[config.mk]
export PLATFORM = sky130hd
export DESIGN_NAME = larpix_config_master
export DESIGN_NICKNAME = d
export VERILOG_FILES = /design/src/rtl/larpix_config_master.sv
export SDC_FILE = /design/constraint.sdc
export NUM_CORES = 1
export LEC_CHECK = 0
export CELL_PAD_IN_SITES_DETAIL_PLACEMENT = 0
export CELL_PAD_IN_SITES_GLOBAL_PLACEMENT = 1
export CORE_MARGIN = 4
export CORE_UTILIZATION = 28
export DETAILED_ROUTE_END_ITERATION = 7
export HOLD_SLACK_MARGIN = 0.1
export PLACE_DENSITY = 0.79
export SYNTH_ARGS = -nofsm -noshare
export SYNTH_HDL_FRONTEND = slang
export SYNTH_SLANG_ARGS = --single-unit
[constraint.sdc]
create_clock -name clk -period 2.7 [get_ports clk]
set_input_delay 0.54 -clock clk [delete_from_list [all_inputs] [get_ports clk]]
set_output_delay 0.54 -clock clk [all_outputs]
set_load 0.01 [all_outputs]
[src/rtl/larpix_config_master.sv]
// Host-side LArPix configuration master: turns register commands into 64-bit
// odd-parity config packets and matches read replies coming back from the chip.
module larpix_config_master #(
  parameter int          WIDTH          = 64,
  parameter logic [31:0] MAGIC_NUMBER   = 32'h89_50_4E_47,
  parameter int          TIMEOUT_CYCLES = 4096,
  parameter int          TIMEOUT_BITS   = 12
) (
  input  logic             clk,
  input  logic             reset,
  input  logic             cmd_valid,
  output logic             cmd_ready,
  input  logic             cmd_write,
  input  logic [7:0]       cmd_chip_id,
  input  logic [7:0]       cmd_addr,
  input  logic [7:0]       cmd_wdata,
  output logic [WIDTH-1:0] tx_packet,
  output logic             tx_valid,
  input  logic             tx_ready,
  input  logic [WIDTH-1:0] rx_packet,
  input  logic             rx_valid,
  output logic             rsp_valid,
  output logic [1:0]       rsp_status,
  output logic [7:0]       rsp_data,
  output logic [1:0]       rsp_fifo_flags,
  output logic [11:0]      bad_packets,
  output logic [11:0]      stray_packets
);

  typedef enum logic [1:0] {S_IDLE, S_SEND, S_WAIT, S_RESP} state_t;

  localparam logic [TIMEOUT_BITS-1:0] LP_CNT_LAST = TIMEOUT_BITS'(TIMEOUT_CYCLES - 1);
  localparam logic [11:0]             LP_SAT      = 12'hFFF;

  state_t                  r_state;
  state_t                  w_next;
  logic                    r_write;
  logic [7:0]              r_chip;
  logic [7:0]              r_addr;
  logic [TIMEOUT_BITS-1:0] r_cnt;
  logic [WIDTH-1:0]        r_tx_packet;
  logic [1:0]              r_rsp_status;
  logic [7:0]              r_rsp_data;
  logic [1:0]              r_rsp_flags;
  logic [11:0]             r_bad;
  logic [11:0]             r_stray;

  logic                    w_par_ok;
  logic                    w_match;
  logic                    w_consumed;
  logic [TIMEOUT_BITS-1:0] w_cnt_next;
  logic                    w_timeout;

  // Odd parity over the whole packet means the XOR of all bits is one.
  function automatic logic parity_ok(input logic [WIDTH-1:0] p);
    return ^p;
  endfunction

  function automatic logic [WIDTH-1:0] build_packet(input logic       wr,
                                                    input logic [7:0] chip,
                                                    input logic [7:0] addr,
                                                    input logic [7:0] data);
    logic [WIDTH-1:0] p;
    p          = '0;
    p[1:0]     = wr ? 2'b10 : 2'b11;
    p[9:2]     = chip;
    p[17:10]   = addr;
    p[25:18]   = wr ? data : 8'h00;
    p[57:26]   = MAGIC_NUMBER;
    p[WIDTH-1] = ~^p[WIDTH-2:0];
    return p;
  endfunction

  assign w_par_ok   = parity_ok(rx_packet);
  assign w_match    = rx_valid && w_par_ok && (rx_packet[1:0] == 2'b11) &&
                      (rx_packet[9:2] == r_chip) && (rx_packet[17:10] == r_addr) &&
                      (rx_packet[57:26] == MAGIC_NUMBER);
  assign w_consumed = (r_state == S_WAIT) && w_match;
  // Timeout fires on the cycle the counter steps onto its last value, so the
  // response lands exactly TIMEOUT_CYCLES cycles after the TX handshake.
  assign w_cnt_next = r_cnt + TIMEOUT_BITS'(1);
  assign w_timeout  = (w_cnt_next == LP_CNT_LAST);

  always_ff @(posedge clk) begin
    if (reset) r_state <= S_IDLE;
    else       r_state <= w_next;
  end

  always_comb begin
    w_next = r_state;
    case (r_state)
      S_IDLE: if (cmd_valid) w_next = S_SEND;
      S_SEND: if (tx_ready)  w_next = r_write ? S_RESP : S_WAIT;
      S_WAIT: if (w_match || w_timeout) w_next = S_RESP;
      S_RESP: w_next = S_IDLE;
      default: w_next = S_IDLE;
    endcase
  end

  always_comb begin
    cmd_ready = (r_state == S_IDLE) && !reset;
    tx_valid  = (r_state == S_SEND) && !reset;
    rsp_valid = (r_state == S_RESP) && !reset;
  end

  always_ff @(posedge clk) begin
    if (reset) begin
      r_write      <= 1'b0;
      r_chip       <= 8'h00;
      r_addr       <= 8'h00;
      r_cnt        <= '0;
      r_tx_packet  <= '0;
      r_rsp_status <= 2'b00;
      r_rsp_data   <= 8'h00;
      r_rsp_flags  <= 2'b00;
      r_bad        <= 12'h000;
      r_stray      <= 12'h000;
    end else begin
      if (r_state == S_IDLE && cmd_valid) begin
        r_write     <= cmd_write;
        r_chip      <= cmd_chip_id;
        r_addr      <= cmd_addr;
        r_tx_packet <= build_packet(cmd_write, cmd_chip_id, cmd_addr, cmd_wdata);
      end
      if (r_state == S_SEND && tx_ready) begin
        r_cnt <= '0;
        if (r_write) begin
          r_rsp_status <= 2'b00;
          r_rsp_data   <= 8'h00;
          r_rsp_flags  <= 2'b00;
        end
      end
      if (r_state == S_WAIT) begin
        r_cnt <= w_cnt_next;
        if (w_match) begin
          r_rsp_status <= 2'b00;
          r_rsp_data   <= rx_packet[25:18];
          r_rsp_flags  <= rx_packet[61:60];
        end else if (w_timeout) begin
          r_rsp_status <= 2'b01;
          r_rsp_data   <= 8'h00;
          r_rsp_flags  <= 2'b00;
        end
      end
      if (rx_valid && !w_par_ok && r_bad != LP_SAT)
        r_bad <= r_bad + 12'd1;
      if (rx_valid && w_par_ok && !w_consumed && r_stray != LP_SAT)
        r_stray <= r_stray + 12'd1;
    end
  end

  assign tx_packet      = r_tx_packet;
  assign rsp_status     = r_rsp_status;
  assign rsp_data       = r_rsp_data;
  assign rsp_fifo_flags = r_rsp_flags;
  assign bad_packets    = r_bad;
  assign stray_packets  = r_stray;

endmodule

After elaboration in Yosys (flattened, before gate mapping)
Cells that the tools add are included.
{"block": "totals", "ff_bits": 107, "inputBits": 94, "out_inout_bits": 103, "elab_cells": 75}
{"block": "op_classes", "addsub": 3, "eq_ne": 13, "n_mux": 24, "reduce_logical": 24}
{"op": "XOR reduction 64 bit", "count": 1}
{"op": "XNOR reduction 63 bit", "count": 1}
{"op": "two-way mux 8 bit", "count": 6}
{"op": "adder 12 x 1 -> 12 bit (second input constant)", "count": 3}
{"op": "== test 32 bit (second input constant)", "count": 1}
{"op": "two-way mux 2 bit", "count": 13}
{"op": "two-way mux 12 bit", "count": 2}
{"op": "!= test 12 bit (second input constant)", "count": 2}
{"op": "== test 8 bit", "count": 2}
{"op": "logical AND 1 bit", "count": 15}
{"op": "== test 12 bit (second input constant)", "count": 1}
{"op": "one-hot mux 2 bit (4 select lines)", "count": 1}
{"op": "== test 2 bit (second input constant)", "count": 3}
{"op": "!= test 2 bit (second input constant)", "count": 2}
{"op": "logical NOT 1 bit", "count": 3}
{"op": "AND reduction 3 bit", "count": 1}
{"op": "== test 2 x 1 -> 1 bit (second input constant)", "count": 1}
{"op": "logical NOT 2 bit", "count": 1}
{"op": "two-way mux 1 bit", "count": 2}
{"op": "!= test 2 x 1 -> 1 bit (second input constant)", "count": 1}
{"op": "nonzero test 2 bit", "count": 1}
{"op": "logical OR 1 bit", "count": 1}

Depth between registers and ports, before layout
{"block": "depth", "ltp_word": 10, "mapped_depth": 12, "depth_no_buf": 10}

Worst setup path after synthesis
Ideal clock, no wire load.
{"block": "synth_timing", "path_type": "input-to-reg", "start": "in rx_packet[34]", "end": "reg r_rsp_data[0], in the netlist rsp_data[0]", "setup_ps": 117, "t_arrival_ps": 2676, "required_ps": 2583, "setup_slack_ps": -93, "cell_stages": 12, "n_path_buf": 2, "cell_sequence": "inv_1 ha_1 xor2_1 xnor2_1 xnor2_1 xnor2_1 xnor3_1 buf_6 and3_1 and2_1 buf_2 a22o_1"}
{"block": "synth_between", "elab_chain_len": 8, "word_cells_on_any_way": 9, "cone_classes": "1 x eq/ne; 2 x mux; 6 x reduce/logical"}
{"element": "start: declaration", "line": "20", "source": "input logic [WIDTH-1:0] rx_packet,"}
{"element": "XOR reduction 64 bit", "line": "56", "source": "return ^p;"}
{"element": "logical AND 1 bit (3 in a row)", "line": "75", "source": "assign w_match = rx_valid && w_par_ok && (rx_packet[1:0] == 2'b11) &&"}
{"element": "logical AND 1 bit", "line": "76", "source": "(rx_packet[9:2] == r_chip) && (rx_packet[17:10] == r_addr) &&"}
{"element": "logical AND 1 bit (*)", "line": "76"}
{"element": "two-way mux 8 bit (*)", "line": "135", "source": "if (w_match) begin"}
{"element": "two-way mux 8 bit (*)", "line": "133", "source": "if (r_state == S_WAIT) begin"}
{"element": "end signal: assignment", "line": "137", "source": "r_rsp_data <= rx_packet[25:18];"}
{"element": "end: declaration", "line": "43", "source": "logic [7:0] r_rsp_data;"}
Every way passes the cells marked *; elsewhere a longest branch is shown, timed or not.
A chain may end at the register's enable or synchronous reset.

Worst setup path in the final report
{"block": "layout_timing", "start": "in rx_packet[0]", "end": "reg r_bad[5], in the netlist bad_packets[5]"}
{"block": "layout_between", "elab_chain_len": 4}
{"element": "XOR reduction 64 bit", "line": "56"}
{"element": "logical NOT 1 bit", "line": "145", "source": "if (rx_valid && !w_par_ok && r_bad != LP_SAT)"}
{"element": "logical AND 1 bit (2 in a row)", "line": "145"}
{"element": "end signal: assignment", "line": "146", "source": "r_bad <= r_bad + 12'd1;"}
{"element": "end: declaration", "line": "45", "source": "logic [11:0] r_bad;"}
No other way between the ends.

==> out/qor.yml <==
routing:
  wl_um: 14440
  avgViaCountPerCell: 4.478
  dr_total_vias: 4406
  drc_errors: 0
  first_pass_iters: 4
  wire_per_inst_um: 14.67
  drtAntennaViolNets: 0
  first_iter_violations: 176
floorplanning:
  rows: 47
  die_y_um: 138.8
  pin_count: 197
  start_util_pct: 28.69
  die_area_um2: 19270
  die_x_um: 138.8
  coreArea_um2: 16700
pwr:
  p_sw_mw: 2.371
  power_density_nw_per_um2: 853.7
  power_switching_share_pct: 36.34
  ir_drop_uv: 1073
  leakage_nw: 3.019
  p_comb_share_pct: 59.3
  clockPowerShare_pct: 19.2
  pwr-share-seq_pct: 21.5
  internal_power_mw: 4.154
finish:
  area_growth_pct: 59.50
  final_cell_mix: "clkdlybuf4s50_1, dfxtp_1, xnor2_1, nand2_1, a21oi_1"
  layout.cells.non_filler: 984
  drive_above_1_share_pct: 21.49
  final_common_cell: "clkdlybuf4s50_1"
  nNetsFinal: 878
place:
  dp_hpwl_um: 10980
  port_buffers: 172
  gp_congestion: 0.7719
  place_inst: 959
setup_path:
  cp_cell_sequence: "clkbuf_2 -> ha_4 -> xor2_2 -> xnor2_2 -> xnor2_1 -> xnor2_1 -> xnor3_2 -> buf_6 -> buf_12 -> nor4b_4 -> xnor2_1 -> nor2_1"
  cp.required_ns: 2.92
  slowest_delay_ns: 0.42
  rr_startpoint: "r_cnt[0]$_SDFFE_PP0P_"
  worst-setup-path-type: "in2reg"
  r2r_end: "rsp_fifo_flags[1]$_SDFF_PP0_"
  reg2reg_depth: 9
  crit_top_cell: "xnor2_1"
  crit_cells: 12
  critPathArrivalTime_ns: 2.85
  rrSetupSlack_ns: 0.31
  path_delay_family: "XOR/XNOR gates"
  cp_max_fo: 6
  crit_start: "rx_packet[0]"
  worstSetupEndpointType: "flop"
  critPathLaunchType: "primary input"
  crit_buf_inv: 3
  crit_slowest_cell: "xnor3_2"
synth:
  syn_inst: 566
  synthFlopType: "dfxtp_1"
  synth_top_area_share_pct: 32.58
  ys_warn_count: 0
  synth_edf_count: 0
  syn-mean-instance-area_um2: 8.467
  seq_area_frac_synth_pct: 32.58
  synth_area_leader_cell: "dfxtp_1"
  synth_seq_cells: 78
  synth_area_leaders: "dfxtp_1, xnor2_1, ha_1"
  yosys.cell_types.count: 44
  async_reset_ff_share_pct: 0
  synth_area_um2: 4792
cts:
  clkLatencyLatePin_ns: 0.35
  postCtsHoldBufs: 0
  clk_pin_slew_ns: 0.06
  cts_tree: "done"
  cts_buffers: 9
  cts-root-buf: "clkbuf_16"
  clock_sinks: 78
  htree_levels: 3
  cts.path.max_buffers: 2
grt:
  grtUsageTotal_pct: 14.16
  grt_max_degree: 44
  grt_pass1_wl_um: 22240
  grt_pass1_vias: 4193
  grt_remaining_overflow: 0
  antenna_found_initial: 1
timing:
  rsz0062_at_grt: "yes"
  fin_worst_skew_ns: 0.008278
  clock.fmax_mhz: 380.0
  setup_violations: 0
  tns_ns: 0
  period_share_pct: 97.46
  finalHoldViolCount: 0
  report.final.slew_viol_count: 0
  period_needed_ns: 2.632
min_path:
  min_path_cells: 2
  hold_end: "tx_packet[22]$_SDFFE_PP0P_"
  hp-start: "tx_packet[22]$_SDFFE_PP0P_"
  hp-class: "reg2reg"
run_status:
  status: "finished, final reports clean"
job:
  cap_violations: 0
## cell families after synthesis
group,Yosys count,synth area share (%)
flip-flops,78,32.58
multiplexers,2,0.4178
buffers and inverters,90,10.50
other,1,0.07825
XOR/XNOR,104,19.30
AND/OR/NAND/NOR,179,19.45
AO/OA/AOI/OAI,86,10.89
adder cells (fa/ha/maj),26,6.788
## cell type report
| cell class | count | area, um2 |
|---|---|---|
| well taps | 220 | 275.3 |
| clock buffers | 11 | 252.7 |
| clock inverters | 5 | 57.56 |
| multi-input cells | 421 | 3332 |
| flip-flops and latches | 78 | 1562 |
| inverters | 30 | 115.1 |
| diodes | 1 | 2.502 |
| repair buffers | 218 | 2047 |
| fillers | 1670 | 9057 |
## worst max-delay path by stage
stage | to | slack (ns)
global placement | stray_packets[3]$_SDFFE_PP0P_ | -0.71
finish | bad_packets[5]$_SDFFE_PP0P_ | 0.07
detailed placement | stray_packets[3]$_SDFFE_PP0P_ | -0.76
CTS | stray_packets[9]$_SDFFE_PP0P_ | 0.001
global route | bad_packets[5]$_SDFFE_PP0P_ | -0.05
floorplan | rsp_data[0]$_SDFF_PP0_ | 0.003
## synthesized netlist by cell type (10+ instances only)
cell type	instances
a21oi_1	47
clkbuf_1	15
dfxtp_1	78
nand4_1	10
xor2_1	25
o21ai_0	13
buf_4	37
nand3_1	19
a22o_1	10
inv_1	30
nor2_1	38
nand2_1	61
xnor2_1	78
ha_1	26
## worst min-delay path: stages (launching register included)
cell	delay, ns
dfxtp_1	0.31
nand2_1	0.05
a21oi_1	0.05
## power groups by stage
| stage | combinational (mW) | sequential [mW] | clock (mW) |
|---|---|---|---|
| floorplan | 1.70 | 1.44 | 0 |
| global placement | 2.43 | 1.43 | 0 |
| detailed placement | 2.46 | 1.43 | 0 |
| CTS | 3.81 | 1.41 | 1.29 |
| global route | 4.16 | 1.43 | 1.33 |
| finish | 3.87 | 1.40 | 1.25 |
## stage by stage
| stage | utilization, % | area, um2 | power [mW] | hold WS [ns] | setup slack [ns] |
|---|---|---|---|---|---|
| after global placement | 40.78 | 6810 | 3.857 | 0.4379 | -0.7093 |
| after floorplan | - | 4917 | 3.143 | 0.4501 | 0.003410 |
| final | 45.77 | 7644 | 6.525 | 0.4523 | 0.06846 |
| after detailed placement | 40.78 | 6810 | 3.892 | 0.4453 | -0.7645 |
| after global routing | 45.77 | 7644 | 6.919 | 0.4742 | -0.04606 |
| after CTS | 44.34 | 7406 | 6.506 | 0.4527 | 0.001171 |
## sequential cells by signal, summed over array words and instances, names as in the netlist
name and flops:
r_cnt 12, tx_packet 13, rsp_status 2, r_chip 7
rsp_data 8, r_write 1, r_addr 7, bad_packets 12
rsp_fifo_flags 2, stray_packets 12, r_state 2
## layer usage
metal	global-route usage [%]	vias up	part of all wire, %
li1	-	2235	-
met1	17.87	2053	44
met2	23.57	104	50
met3	3.931	14	5.0
met4	4.325	0	1.4
met5	0	-	0
## what timing repair did
item | 4_1_cts | 5_1_grt
setup buffers | 5 | 1
gates cloned | 2 | 0
endpoints found under the setup margin | 38 | 37
pin swaps | 74 | 46
gates resized for setup | 104 | 99
(Power assumes the default switching activity.)
